### config.mk
export PLATFORM = sky130hd
export DESIGN_NAME = inference_sequencer
export DESIGN_NICKNAME = d
export VERILOG_FILES = /design/src/rtl/inference_sequencer.sv
export SDC_FILE = /design/constraint.sdc
export NUM_CORES = 1
export LEC_CHECK = 0
export ABC_AREA = 0
export CORE_MARGIN = 8
export CORE_UTILIZATION = 45
export CTS_CLUSTER_DIAMETER = 60
export CTS_CLUSTER_SIZE = 14
export DETAILED_ROUTE_END_ITERATION = 7
export GPL_ROUTABILITY_DRIVEN = 0
export PLACE_DENSITY = 0.73
export RECOVER_POWER = 100
export SLEW_MARGIN = 20
export SYNTH_ARGS = -nofsm -noshare
export SYNTH_HDL_FRONTEND = slang
export SYNTH_SLANG_ARGS = --single-unit
### constraint.sdc
create_clock -name clk -period 2.6 [get_ports clk]
set_input_delay 0.52 -clock clk [delete_from_list [all_inputs] [get_ports clk]]
set_output_delay 0.52 -clock clk [all_outputs]
set_load 0.005 [all_outputs]
### src/rtl/inference_sequencer.sv
// Per-sample control for a layered ANN: fetch one input row, run each layer in turn,
// then score the prediction against the label. Outputs are decoded from the state register.
module inference_sequencer #(
  parameter int layers      = 2,
  parameter int output_rows = 10,
  parameter int max_inputs  = 200,
  localparam int LB = $clog2(output_rows),
  localparam int NB = $clog2(max_inputs + 1),
  localparam int LS = (layers > 1) ? $clog2(layers) : 1
) (
  input  logic          clk,
  input  logic          rst_overall,
  input  logic          enable_inference,
  input  logic          upload_done,
  input  logic [NB-1:0] num_samples,
  input  logic          input_loaded,
  input  logic [LB-1:0] label,
  input  logic          layer_done,
  input  logic [LB-1:0] predicted,
  output logic          load_req,
  output logic          layer_start,
  output logic [LS-1:0] layer_sel,
  output logic          busy,
  output logic [NB-1:0] sample_idx,
  output logic [NB-1:0] correct_count,
  output logic          all_done,
  output logic [2:0]    state_dbg
);

  // Handshakes: every input and output strobe is a single-cycle pulse sampled at the
  // rising edge; the loader and layer engine are only listened to in the state waiting on them.

  localparam logic [2:0] IDLE      = 3'd0;
  localparam logic [2:0] LOAD      = 3'd1;
  localparam logic [2:0] WAIT_LOAD = 3'd2;
  localparam logic [2:0] START_L   = 3'd3;
  localparam logic [2:0] RUN_L     = 3'd4;
  localparam logic [2:0] CHECK     = 3'd5;
  localparam logic [2:0] DONE      = 3'd6;

  localparam logic [LS-1:0] LAST_LAYER = LS'(layers - 1);

  logic [2:0]    state;
  logic [NB-1:0] num_q;
  logic [LB-1:0] label_q;
  logic [LB-1:0] predicted_q;
  logic [NB-1:0] idx_next;

  assign idx_next = sample_idx + NB'(1);

  always_ff @(posedge clk) begin
    if (rst_overall) begin
      state         <= IDLE;
      num_q         <= '0;
      label_q       <= '0;
      predicted_q   <= '0;
      layer_sel     <= '0;
      sample_idx    <= '0;
      correct_count <= '0;
    end else if (state != IDLE && !enable_inference) begin
      // Abort: drop straight back to idle, leaving the counters as they were.
      state <= IDLE;
    end else begin
      case (state)
        IDLE: begin
          if (enable_inference && upload_done) begin
            num_q         <= num_samples;
            sample_idx    <= '0;
            correct_count <= '0;
            layer_sel     <= '0;
            state         <= (num_samples != '0) ? LOAD : DONE;
          end
        end
        LOAD: state <= WAIT_LOAD;
        WAIT_LOAD: begin
          if (input_loaded) begin
            label_q   <= label;
            layer_sel <= '0;
            state     <= START_L;
          end
        end
        START_L: state <= RUN_L;
        RUN_L: begin
          if (layer_done) begin
            if (layer_sel == LAST_LAYER) begin
              predicted_q <= predicted;
              state       <= CHECK;
            end else begin
              layer_sel <= layer_sel + LS'(1);
              state     <= START_L;
            end
          end
        end
        CHECK: begin
          // The bound check keeps the counters saturated at num_q.
          if (sample_idx < num_q) begin
            sample_idx <= idx_next;
            if (predicted_q == label_q) correct_count <= correct_count + NB'(1);
          end
          state <= (idx_next >= num_q) ? DONE : LOAD;
        end
        DONE:    state <= IDLE;
        default: state <= IDLE;
      endcase
    end
  end

  assign load_req    = (state == LOAD);
  assign layer_start = (state == START_L);
  assign all_done    = (state == DONE);
  assign busy        = (state != IDLE);
  assign state_dbg   = state;

endmodule
==> metrics list <==
* Result of the run: finished, final reports clean
- DP Cell Count: 390
- The tree is rooted in a sky130_fd_sc_hd__clkbuf_8.
- The worst register-to-register path has a setup slack of 0.17 ns.
* Data required, critical path: 2.08 ns
- Final period util: 94.41%
* Die Footprint: 0.007429 mm2
- The worst-case IR drop observed on VDD is 0.0002095 V.
* TritonCTS clock tree: yes
- The detailed router finished its first iteration with 122 violations.
- In the synthesized netlist the dominant register cell turns out to be sky130_fd_sc_hd__dfxtp_1.
- By area the synthesized netlist is led by sky130_fd_sc_hd__dfxtp_1 33%, sky130_fd_sc_hd__ha_1 10%, sky130_fd_sc_hd__nand2_1 6.6%.
- The largest single stage delay on the critical path is 0.57 ns.
- In this run the tightest slew margin relative to its limit is 59.96%.
* Area of the multi-input gates: 0.001386 mm2
- The critical path goes through clkbuf_1 -> and3_1 -> dlygate4sd3_1.
- Top cell type by total area after synthesis: sky130_fd_sc_hd__dfxtp_1
- Worst setup EP type: output port
- In the routed design, unresolved DRC markers number 0.
- The worst setup path is launched from a flop.
- Average footprint of a synthesized cell: 8.033 um2
- Antenna Violating Nets Remaining: 0
- Number of H-tree levels: 2
- Before antenna repair, the detailed router went through 4 iterations.
- In this run the core area contains 25 standard-cell rows.
* Number of nets produced by synthesis: 316
- Final hold viol count: 0
* Pins Over Slew Limit: 0
* Total power per unit cell area: 411.6 mW/mm2
- Diode insertion count for antenna repair: 0
- The synthesized design contains 36 register bits.
* Total chip power: 0.001180 W
- Finished Core Util: 60.69%
- After detailed routing, the total wire length is 5676 um.
- Based on the critical path, the design can be clocked at up to 407.4 MHz.
- Setup TNS: 0 ns
- Routed wirelength normalized by instance count: 14.26 um
- Counting flops with a built-in enable in the synthesized netlist gives 0.
- In this run the count of I/O pins placed on the die edge is 46.
- Sink Count: 36
* Clock tree skew after final layout: 0.005350 ns
- Synthesis handed over a netlist of 276 instances.
- Yosys synthesis warning count: 0
- Hold repair after CTS inserted 0 buffers.
- The startpoint identified for the worst hold timing path is num_q[3]$_SDFFE_PP0P_.
- For this run, the post-layout net count is 370.
* Cells on worst reg2reg path: 8
- Cell area after technology mapping: 0.002217 mm2
* CP Max Fanout: 15
- The worst path needs 2.455 ns of the cycle, external delays included.
- In this run the critical register-to-register path is launched from sample_idx[0]$_SDFFE_PP0P_.
* Die width: 86.19 um
- After synthesis, the largest area contributor takes up 32.51% of total cell area.
* Endpoint of the worst-slack reg-to-reg timing path: state_dbg[1]$_SDFFE_PP0P_
- Effective utilization at floorplan: 46.94%
- After synthesis, the netlist uses 42 different library cells.
* Area Overhead vs Synth: 29.29%
- Crit path setup slack, layout: 0.1454 ns
- Post-detail-place hpwl: 4271 um
- After synthesis, flip-flops and latches occupy 32.51% of the total area.
- Setup violations remaining at the end of the flow were counted as 0.
* Number of port buffers: 45
- First-pass GRT wire length: 9522 um
- Die height: 86.19 um
* Count of maximum capacitance violations: 0
- Fraction of synthesis flops using an asynchronous set or reset pin: 0%
- Critical path buffers and inverters: 2
- Leakage: 1.180 nW
- In the final layout, the share of cells above drive strength 1 is 6.344%.
- Post CTS Setup Buffer Count: 0
- Across every metal layer, demand over resource in global routing totals 15.61%.
- Overflow left after global routing: 0
- The tightest min-delay check is of the reg2reg type.
* Filler Cells Inserted: 450
- Clock latency on the worst-skew pair, taken at its later pin, is 0.29 ns.
- Prior to clock tree synthesis, the placed netlist has a worst setup slack of 0.09778 ns.
* Antenna violations before repair: 0
* RSZ-0062 raised after global routing: no
* FF/Latch Area: 720.7 um2
* Maximum buffer depth of the clock tree: 2
* Via count of the first global-routing pass: 2057
* Setup Crit Path Kind: reg2out
* Fin cells: 398
- Slowest cell on the critical path: sky130_fd_sc_hd__dlygate4sd3_1
- Maximum number of pins on one net before global-route repair: 26
* Transition time of the tightest slew-check pin: 0.6006 ns
- The routed layout has 2136 vias.
- Broken down by cell family, the worst path's largest delay share belongs to buffers and inverters.
- The worst hold path terminates at num_q[3]$_SDFFE_PP0P_.
* Number of cells on the worst hold path: 2
- Number of clock buffers inserted by TritonCTS: 5
- Clock-pin slew was measured on the worst setup and hold paths at 0.07 ns.
* Worst path arrival time: 1.93 ns
- Post-DR vias/cell: 5.367
* Resized Gates After CTS: 0
* Core Region: 0.004723 mm2
-- per-stage QoR --
step                hold WS (ns)  instance area [um2]
floorplan                 0.4363                 2217
finish                    0.4560                 2867
global placement          0.4429                 2793
global route              0.4818                 2867
detailed placement        0.4475                 2793
CTS                       0.4579                 2887
-- sequential cells by signal (all words and copies together), names as in the netlist --
signal and cells:
state_dbg 3, correct_count 8, label_q 4, sample_idx 8, num_q 8, predicted_q 4
layer_sel 1
-- routing by layer --
layer	vias up	share of wire, %	GRT usage [%]
met5	-	0	0
met4	0	0.97	5.164
met3	6	5.1	4.253
met2	51	46	24.77
met1	979	48	19.90
li1	1100	-	-
-- final cells by class --
class	instances	share of cell area (%)
Sequential cell	36	25.14
Timing Repair Buffer	57	18.20
Clock inverter	1	0.2619
Inverter	16	2.095
Clock buffer	7	3.012
Tap cell	67	2.924
Multi-Input combinational cell	214	48.36
-- synthesized netlist by cell type, types with 2 or more instances --
cell / number
sky130_fd_sc_hd__a2111oi_0: 2
sky130_fd_sc_hd__o2111ai_1: 2
sky130_fd_sc_hd__clkbuf_1: 8
sky130_fd_sc_hd__nor4_1: 2
sky130_fd_sc_hd__nand3_2: 2
sky130_fd_sc_hd__nor2_1: 25
sky130_fd_sc_hd__mux2i_1: 9
sky130_fd_sc_hd__o31ai_1: 2
sky130_fd_sc_hd__and3_1: 3
sky130_fd_sc_hd__a32o_1: 4
sky130_fd_sc_hd__nand3_1: 12
sky130_fd_sc_hd__and2_1: 2
sky130_fd_sc_hd__a31o_2: 3
sky130_fd_sc_hd__o211ai_1: 5
sky130_fd_sc_hd__nand4_1: 4
sky130_fd_sc_hd__ha_1: 18
sky130_fd_sc_hd__a21oi_1: 24
sky130_fd_sc_hd__dfxtp_1: 36
sky130_fd_sc_hd__nor3_1: 12
sky130_fd_sc_hd__xnor2_1: 7
sky130_fd_sc_hd__a21o_1: 3
sky130_fd_sc_hd__or3_1: 2
sky130_fd_sc_hd__nand2_1: 39
sky130_fd_sc_hd__o21ai_0: 9
sky130_fd_sc_hd__or4_1: 5
sky130_fd_sc_hd__inv_1: 16
sky130_fd_sc_hd__xor2_1: 5
-- power breakdown --
group / switching [W] / internal [W]
Sequential: 0.00000803 / 0.000561
Clock: 0.000206 / 0.000215
Combinational: 0.000101 / 0.0000876
-- worst max-delay path by stage --
stage	slack (ns)	from	end	cells after the start
2_1_floorplan	0.42	sample_idx[0]$_SDFFE_PP0P_	state_dbg[1]$_SDFFE_PP0P_	8
3_3_place_gp	0.11	enable_inference	correct_count[5]$_SDFFE_PP0P_	6
3_5_place_dp	0.1	enable_inference	correct_count[5]$_SDFFE_PP0P_	6
4_1_cts	0.11	sample_idx[1]$_SDFFE_PP0P_	state_dbg[1]$_SDFFE_PP0P_	8
5_1_grt	0.02	num_q[7]$_SDFFE_PP0P_	correct_count[5]$_SDFFE_PP0P_	8
6_report	0.15	state_dbg[2]$_SDFFE_PP0P_	all_done	3
-- tightest hold or removal path: stages (launching register included) --
cell and delay, ns:
sky130_fd_sc_hd__dfxtp_1 0.31, sky130_fd_sc_hd__nand2_1 0.05, sky130_fd_sc_hd__a21oi_1 0.05
-- kinds of logic (layout without fill, tap and decap cells) --
family	after synthesis	after routing	share of synthesized area, %
xor gates and xnor gates	12	12	4.740
and+or+nand+nor	112	112	23.98
buffers and inverters	26	81	4.910
muxes	9	9	4.063
adders and majority gates	18	18	10.16
AOI/OAI and AO/OA	63	63	19.64
DFF	36	36	32.51
-- cells in the final DEF (no fill, tap or decap), types with 2 or more instances in the layout --
cell type	Yosys	final
sky130_fd_sc_hd__nand2_1	39	39
sky130_fd_sc_hd__dfxtp_1	36	36
sky130_fd_sc_hd__nor2_1	25	25
sky130_fd_sc_hd__a21oi_1	24	24
sky130_fd_sc_hd__dlygate4sd3_1	0	23
sky130_fd_sc_hd__clkdlybuf4s50_1	0	22
sky130_fd_sc_hd__ha_1	18	17
sky130_fd_sc_hd__inv_1	16	16
sky130_fd_sc_hd__nor3_1	12	13
sky130_fd_sc_hd__nand3_1	12	12
sky130_fd_sc_hd__mux2i_1	9	9
sky130_fd_sc_hd__o21ai_0	9	9
sky130_fd_sc_hd__xnor2_1	7	7
sky130_fd_sc_hd__buf_4	1	7
sky130_fd_sc_hd__clkbuf_8	0	6
sky130_fd_sc_hd__clkbuf_1	8	6
sky130_fd_sc_hd__xor2_1	5	5
sky130_fd_sc_hd__o211ai_1	5	5
sky130_fd_sc_hd__or4_1	5	5
sky130_fd_sc_hd__nand4_1	4	4
sky130_fd_sc_hd__a32o_1	4	4
sky130_fd_sc_hd__and3_1	3	3
sky130_fd_sc_hd__a21o_1	3	3
sky130_fd_sc_hd__a31o_2	3	3
sky130_fd_sc_hd__nand3_2	2	2
sky130_fd_sc_hd__o2111ai_1	2	2
sky130_fd_sc_hd__o31ai_1	2	2
sky130_fd_sc_hd__nor4_1	2	2
sky130_fd_sc_hd__or3_1	2	2
Note: power is estimated with default switching activity, not from simulation.
